`config.mk`:
```
export PLATFORM = sky130hd
export DESIGN_NAME = alu_issue
export DESIGN_NICKNAME = d
export VERILOG_FILES = /design/src/rtl/alu_issue.sv
export SDC_FILE = /design/constraint.sdc
export NUM_CORES = 1
export LEC_CHECK = 0
export BUFFER_PORTS_ARGS = -buffer_cell sky130_fd_sc_hd__clkbuf_2
export CORE_MARGIN = 2
export CORE_UTILIZATION = 27
export CTS_CLUSTER_DIAMETER = 60
export DETAILED_ROUTE_END_ITERATION = 16
export HOLD_SLACK_MARGIN = 0.05
export PLACE_DENSITY = 0.46
export SYNTH_ARGS = -nofsm -noshare
export SYNTH_HDL_FRONTEND = slang
export SYNTH_SLANG_ARGS = --single-unit
```
`constraint.sdc`:
```
create_clock -name clk -period 2 [get_ports clk]
set_input_delay 0.2 -clock clk [delete_from_list [all_inputs] [get_ports clk]]
set_output_delay 0.2 -clock clk [all_outputs]
set_load 0.01 [all_outputs]
```
`src/rtl/alu_issue.sv`:
```
// Two-stage issue front end for the ALU: S1 decode register, S2 writeback/branch result register.
// Optional LUI decode is enabled by defining ALU_ISSUE_LUI_EN.
`ifndef ALU_add
`define ALU_add 3'b000
`define ALU_sub 3'b001
`define ALU_and 3'b010
`define ALU_or  3'b011
`define ALU_xor 3'b100
`define ALU_slt 3'b101
`endif

module alu_issue #(
  parameter int unsigned XLEN         = 32,
  parameter logic [31:0] RESET_PC_TGT = 32'h0
) (
  input  logic            clk,
  input  logic            rst_n,
  input  logic            in_valid,
  output logic            in_ready,
  input  logic [31:0]     in_instr,
  input  logic [XLEN-1:0] in_pc,
  input  logic [XLEN-1:0] in_rs1_val,
  input  logic [XLEN-1:0] in_rs2_val,
  output logic            out_valid,
  input  logic            out_ready,
  output logic [2:0]      Alu_op,
  output logic [XLEN-1:0] rs1,
  output logic [XLEN-1:0] rs2,
  input  logic            zero,
  input  logic [XLEN-1:0] Alu_res,
  output logic            res_valid,
  output logic [4:0]      res_rd,
  output logic [XLEN-1:0] res_data,
  output logic            br_taken,
  output logic [XLEN-1:0] br_target,
  output logic            illegal
);

  typedef enum logic [6:0] {
    OP_R   = 7'b0110011,
    OP_I   = 7'b0010011,
    OP_BR  = 7'b1100011,
    OP_LUI = 7'b0110111
  } opcode_e;

  logic [2:0]      f3;
  logic [6:0]      f7;
  logic [XLEN-1:0] imm_i, imm_b, src1, src2;
  logic            dec_legal, dec_wb, dec_br, dec_beq;
  logic [2:0]      dec_op;
  logic [XLEN-1:0] dec_a, dec_b;

  logic            valid_q, valid_d, wb_q, wb_d, br_q, br_d, beq_q, beq_d;
  logic [2:0]      op_q, op_d;
  logic [XLEN-1:0] a_q, a_d, b_q, b_d, tgt_q, tgt_d;
  logic [4:0]      rd_q, rd_d;
  logic            res_valid_q, res_valid_d, br_taken_q, br_taken_d, illegal_q, illegal_d;
  logic [4:0]      res_rd_q, res_rd_d;
  logic [XLEN-1:0] res_data_q, res_data_d, br_target_q, br_target_d;
  logic            fire, take, accept, load;

  assign f3    = in_instr[14:12];
  assign f7    = in_instr[31:25];
  assign imm_i = {{20{in_instr[31]}}, in_instr[31:20]};
  assign imm_b = {{19{in_instr[31]}}, in_instr[31], in_instr[7], in_instr[30:25], in_instr[11:8], 1'b0};
  // x0 reads as zero regardless of what the register file presents
  assign src1  = (in_instr[19:15] == 5'd0) ? '0 : in_rs1_val;
  assign src2  = (in_instr[24:20] == 5'd0) ? '0 : in_rs2_val;

  always_comb begin
    dec_legal = 1'b0;
    dec_op    = `ALU_add;
    dec_a     = src1;
    dec_b     = src2;
    dec_wb    = 1'b0;
    dec_br    = 1'b0;
    dec_beq   = 1'b0;
    case (in_instr[6:0])
      OP_R: begin
        dec_wb = 1'b1;
        case (f3)
          3'b000: begin
            dec_legal = (f7 == 7'b0000000) || (f7 == 7'b0100000);
            dec_op    = (f7 == 7'b0100000) ? `ALU_sub : `ALU_add;
          end
          3'b100: begin dec_legal = (f7 == 7'd0); dec_op = `ALU_xor; end
          3'b110: begin dec_legal = (f7 == 7'd0); dec_op = `ALU_or;  end
          3'b111: begin dec_legal = (f7 == 7'd0); dec_op = `ALU_and; end
          3'b010: begin dec_legal = (f7 == 7'd0); dec_op = `ALU_slt; end
          default: dec_legal = 1'b0;
        endcase
      end
      OP_I: begin
        dec_wb = 1'b1;
        dec_b  = imm_i;
        case (f3)
          3'b000: begin dec_legal = 1'b1; dec_op = `ALU_add; end
          3'b100: begin dec_legal = 1'b1; dec_op = `ALU_xor; end
          3'b110: begin dec_legal = 1'b1; dec_op = `ALU_or;  end
          3'b111: begin dec_legal = 1'b1; dec_op = `ALU_and; end
          3'b010: begin dec_legal = 1'b1; dec_op = `ALU_slt; end
          default: dec_legal = 1'b0;
        endcase
      end
      OP_BR: begin
        dec_br    = 1'b1;
        dec_op    = `ALU_sub;
        dec_beq   = (f3 == 3'b000);
        dec_legal = (f3 == 3'b000) || (f3 == 3'b001);
      end
`ifdef ALU_ISSUE_LUI_EN
      OP_LUI: begin
        dec_legal = 1'b1;
        dec_wb    = 1'b1;
        dec_a     = '0;
        dec_b     = {in_instr[31:12], 12'b0};
      end
`endif
      default: dec_legal = 1'b0;
    endcase
  end

  assign fire     = valid_q & out_ready;
  assign take     = fire & br_q & (beq_q ? zero : ~zero);
  assign in_ready = (~valid_q | out_ready) & ~br_taken_q;
  assign accept   = in_valid & in_ready;
  // a taken branch squashes whatever is accepted in its own fire cycle
  assign load     = accept & dec_legal & ~take;

  always_comb begin
    valid_d = load ? 1'b1 : (fire ? 1'b0 : valid_q);
    op_d    = load ? dec_op  : op_q;
    a_d     = load ? dec_a   : a_q;
    b_d     = load ? dec_b   : b_q;
    rd_d    = load ? in_instr[11:7] : rd_q;
    wb_d    = load ? dec_wb  : wb_q;
    br_d    = load ? dec_br  : br_q;
    beq_d   = load ? dec_beq : beq_q;
    tgt_d   = load ? in_pc + imm_b : tgt_q;

    res_valid_d = fire & wb_q & (rd_q != 5'd0);
    res_rd_d    = rd_q;
    res_data_d  = Alu_res;
    br_taken_d  = take;
    br_target_d = (fire & br_q) ? tgt_q : br_target_q;
    illegal_d   = illegal_q | (accept & ~dec_legal);
  end

  always_ff @(posedge clk or negedge rst_n) begin
    if (!rst_n) begin
      valid_q     <= 1'b0;
      op_q        <= `ALU_add;
      a_q         <= '0;
      b_q         <= '0;
      rd_q        <= '0;
      wb_q        <= 1'b0;
      br_q        <= 1'b0;
      beq_q       <= 1'b0;
      tgt_q       <= '0;
      res_valid_q <= 1'b0;
      res_rd_q    <= '0;
      res_data_q  <= '0;
      br_taken_q  <= 1'b0;
      br_target_q <= RESET_PC_TGT[XLEN-1:0];
      illegal_q   <= 1'b0;
    end else begin
      valid_q     <= valid_d;
      op_q        <= op_d;
      a_q         <= a_d;
      b_q         <= b_d;
      rd_q        <= rd_d;
      wb_q        <= wb_d;
      br_q        <= br_d;
      beq_q       <= beq_d;
      tgt_q       <= tgt_d;
      res_valid_q <= res_valid_d;
      res_rd_q    <= res_rd_d;
      res_data_q  <= res_data_d;
      br_taken_q  <= br_taken_d;
      br_target_q <= br_target_d;
      illegal_q   <= illegal_d;
    end
  end

  assign out_valid = valid_q;
  assign Alu_op    = op_q;
  assign rs1       = a_q;
  assign rs2       = b_q;
  assign res_valid = res_valid_q;
  assign res_rd    = res_rd_q;
  assign res_data  = res_data_q;
  assign br_taken  = br_taken_q;
  assign br_target = br_target_q;
  assign illegal   = illegal_q;

endmodule

```
==> impl_metrics.ini <==
[run_status]
status = finished clean

[cts]
numCtsBuffers = 17
htree_levels = 4
cts.clk_slew.worst_paths_ns = 0.07
tritoncts = yes
clock_sinks = 180
clock_latency_ns = 0.44
clockBufferDepth = 2
clockRootBuffer = clkbuf_16

[setup_path]
cp-start-kind = input port
critPathRequiredTime_ns = 2.34
path_max_fanout = 6
cp_data_arrival_time_ns = 2.28
critPathKind = in -> reg
startpoint = in_instr[12]
worstSetupEndpointType = register
reg2reg_from = out_valid

[die]
die_area_um2 = 32360
core_um2 = 30510
die_h_um = 179.9
pin_count = 306
initial_core_util_pct = 27.38
dieWidth_um = 179.9
std_cell_rows = 64

[global_routing]
antenna_found_initial = 1
grt_pass1_vias = 8442
grt_pass1_wl_um = 45770
grt_max_degree = 52
grt_use_total_pct = 17.91
overflow = 0

[timing]
clock_skew_ns = 0.01562
max_clock_freq_mhz = 515.4
final-setup-viol-count = 0
maxSlewHeadroom_pct = 65.43
min_period_ns = 1.940
worst_pin_slew_ns = 0.5131
rsz0062_at_grt = yes
finalMaxSlewViolations = 0
final_hold_viol_count = 0
setup_ws_ns = 0.05988
hold_ws_ns = 0.06767
post-route-period-util_pct = 97.01

[synthesis]
ys_ff_latch = 180
yosysTopAreaCell = dfrtp_1
synthCells = 827
ys_types = 63
synthFlopType = dfrtp_1
postSynthAreaPerCell_um2 = 10.10
synth_edf_count = 0
yosysSeqAreaShare_pct = 53.92
synthTopCellsByArea = dfrtp_1, nand2_1, ha_1
synth_top_cell_area_share_pct = 53.92
yosys_warnings = 0
syn_area_um2 = 8354
synthArstFlopShare_pct = 100.0
syn_nets = 1023

[final_layout]
layout.cells.most_common = clkbuf_2
nets = 1555
finalInstanceArea_um2 = 13190
stdcell_count = 1769
syn_to_final_growth_pct = 57.90
drive_gt1_share_pct = 40.09
most-common-layout-cells = clkbuf_2, dfrtp_1, nand2_1

[placed_design]
place.gp.congestion = 0.8167
hpwl_um = 22290
numPortBuffers = 305
placed_cell_area_um2 = 11460
dpl.cell_count = 1631
post-place-ws_ns = -0.6068

[drt]
via_count = 8152
wl_um = 28950
firstDrtPassIters = 4
drt_iter0_markers = 397
via_per_inst = 4.608
wl_per_cell_um = 16.37
ant_nets = 0
route.detailed.drc = 0

[power_and_ir_drop]
p_per_area_nw_per_um2 = 701.7
power_mw = 9.256
ir_drop_mv = 0.5572
leakage_nw = 6.777

[flow_run]
maxCapViolCount = 0

[hold_path]
hold_path.startpoint = in_rs2_val[27]
hold_path.class = in -> reg
-- stage by stage --
stage | TNS, ns | util (%)
after CTS | 0 | 42.86
after floorplan | 0 | -
after detailed placement | -43.47 | 37.57
after global routing | -0.01941 | 43.23
final | 0 | 43.24
after global placement | -43.12 | 37.57
-- critical path, stage by stage --
cell	delay [ns]
clkbuf_2	0.08
dlygate4sd3_1	0.55
buf_4	0.15
o22ai_1	0.19
a32oi_2	0.16
or2_4	0.32
buf_4	0.15
o41a_1	0.40
o311ai_1	0.08
-- repair_timing --
| item | 4_1_cts | 5_1_grt |
|---|---|---|
| hold endpoints to repair | 138 | 0 |
| setup buffers | 1 | 6 |
| pin swaps | 1 | 7 |
| gates cloned | 0 | 1 |
| hold buffers | 97 | 0 |
| setup endpoints to repair | 38 | 60 |
| gates resized for setup | 6 | 15 |
-- cell families after synthesis --
logic type / count (synthesis) / share of synthesized area [%]
AOI/OAI and AO/OA: 209 / 16.26
xor gates and xnor gates: 16 / 1.677
adders and majority gates: 31 / 4.733
buffers and inverters: 51 / 2.606
DFF: 180 / 53.92
muxes: 34 / 4.568
and+or+nand+nor: 306 / 16.24
-- layer usage --
layer / global-route usage, % / wire length (um) / up-vias
li1: - / - / 4027
met1: 23.65 / 13520 / 3875
met2: 29.58 / 13600 / 214
met3: 3.930 / 1324 / 34
met4: 5.008 / 505 / 2
met5: 0 / 9 / -
-- Yosys cell counts, types with 7 or more instances --
master,count
dfrtp_1,180
nand2_1,166
o21ai_0,60
a21oi_1,58
nor2_1,46
nand3_1,36
mux2_2,33
ha_1,30
clkbuf_1,28
buf_2,15
a221oi_1,12
nand4_1,12
nor3_1,11
a21o_1,10
o21a_1,10
o31ai_1,9
xnor2_1,9
inv_1,7
xor2_1,7
-- sequential cells by signal, summed over array words and instances, names as in the netlist --
register   count
Alu_op         3
beq_q          1
br_q           1
br_taken       1
br_target     32
illegal        1
out_valid      1
rd_q           5
res_data      32
res_rd         5
res_valid      1
rs1           32
rs2           32
tgt_q         32
wb_q           1
-- final cells by class --
class                   count  area (um^2)
diodes                      1        2.502
clock buffers              18        439.2
clock inverters            14        155.1
fillers                  3083        17320
inverters                   7        26.28
multi-input cells         597         3751
flip-flops and latches    180         4504
well taps                 396        495.5
repair buffers            556         3817
-- path summary, 6_finish.rpt --
| path | endpoint | slack (ns) | cells after the start |
|---|---|---|---|
| max in group asynchronous | res_data[28] | 1.03 | 3 |
| hold reg to reg | res_rd[3] | 0.40 | 0 |
| setup reg to reg | tgt_q[30] | 0.09 | 7 |
| min in group asynchronous | res_data[3] | 0.33 | 2 |
| hold / removal | rs2[27] | 0.07 | 3 |
| setup / recovery | tgt_q[30] | 0.06 | 9 |
-- report_power, final --
part / internal, mW / switching [mW] / total [mW] / leakage, nW
Sequential: 3.87 / 0.123 / 3.99 / 2.40
Combinational: 0.915 / 0.894 / 1.81 / 4.09
Clock: 1.81 / 1.64 / 3.45 / 0.283
Total: 6.60 / 2.66 / 9.26 / 6.78
No activity file was read; power rests on OpenSTA's default activity.
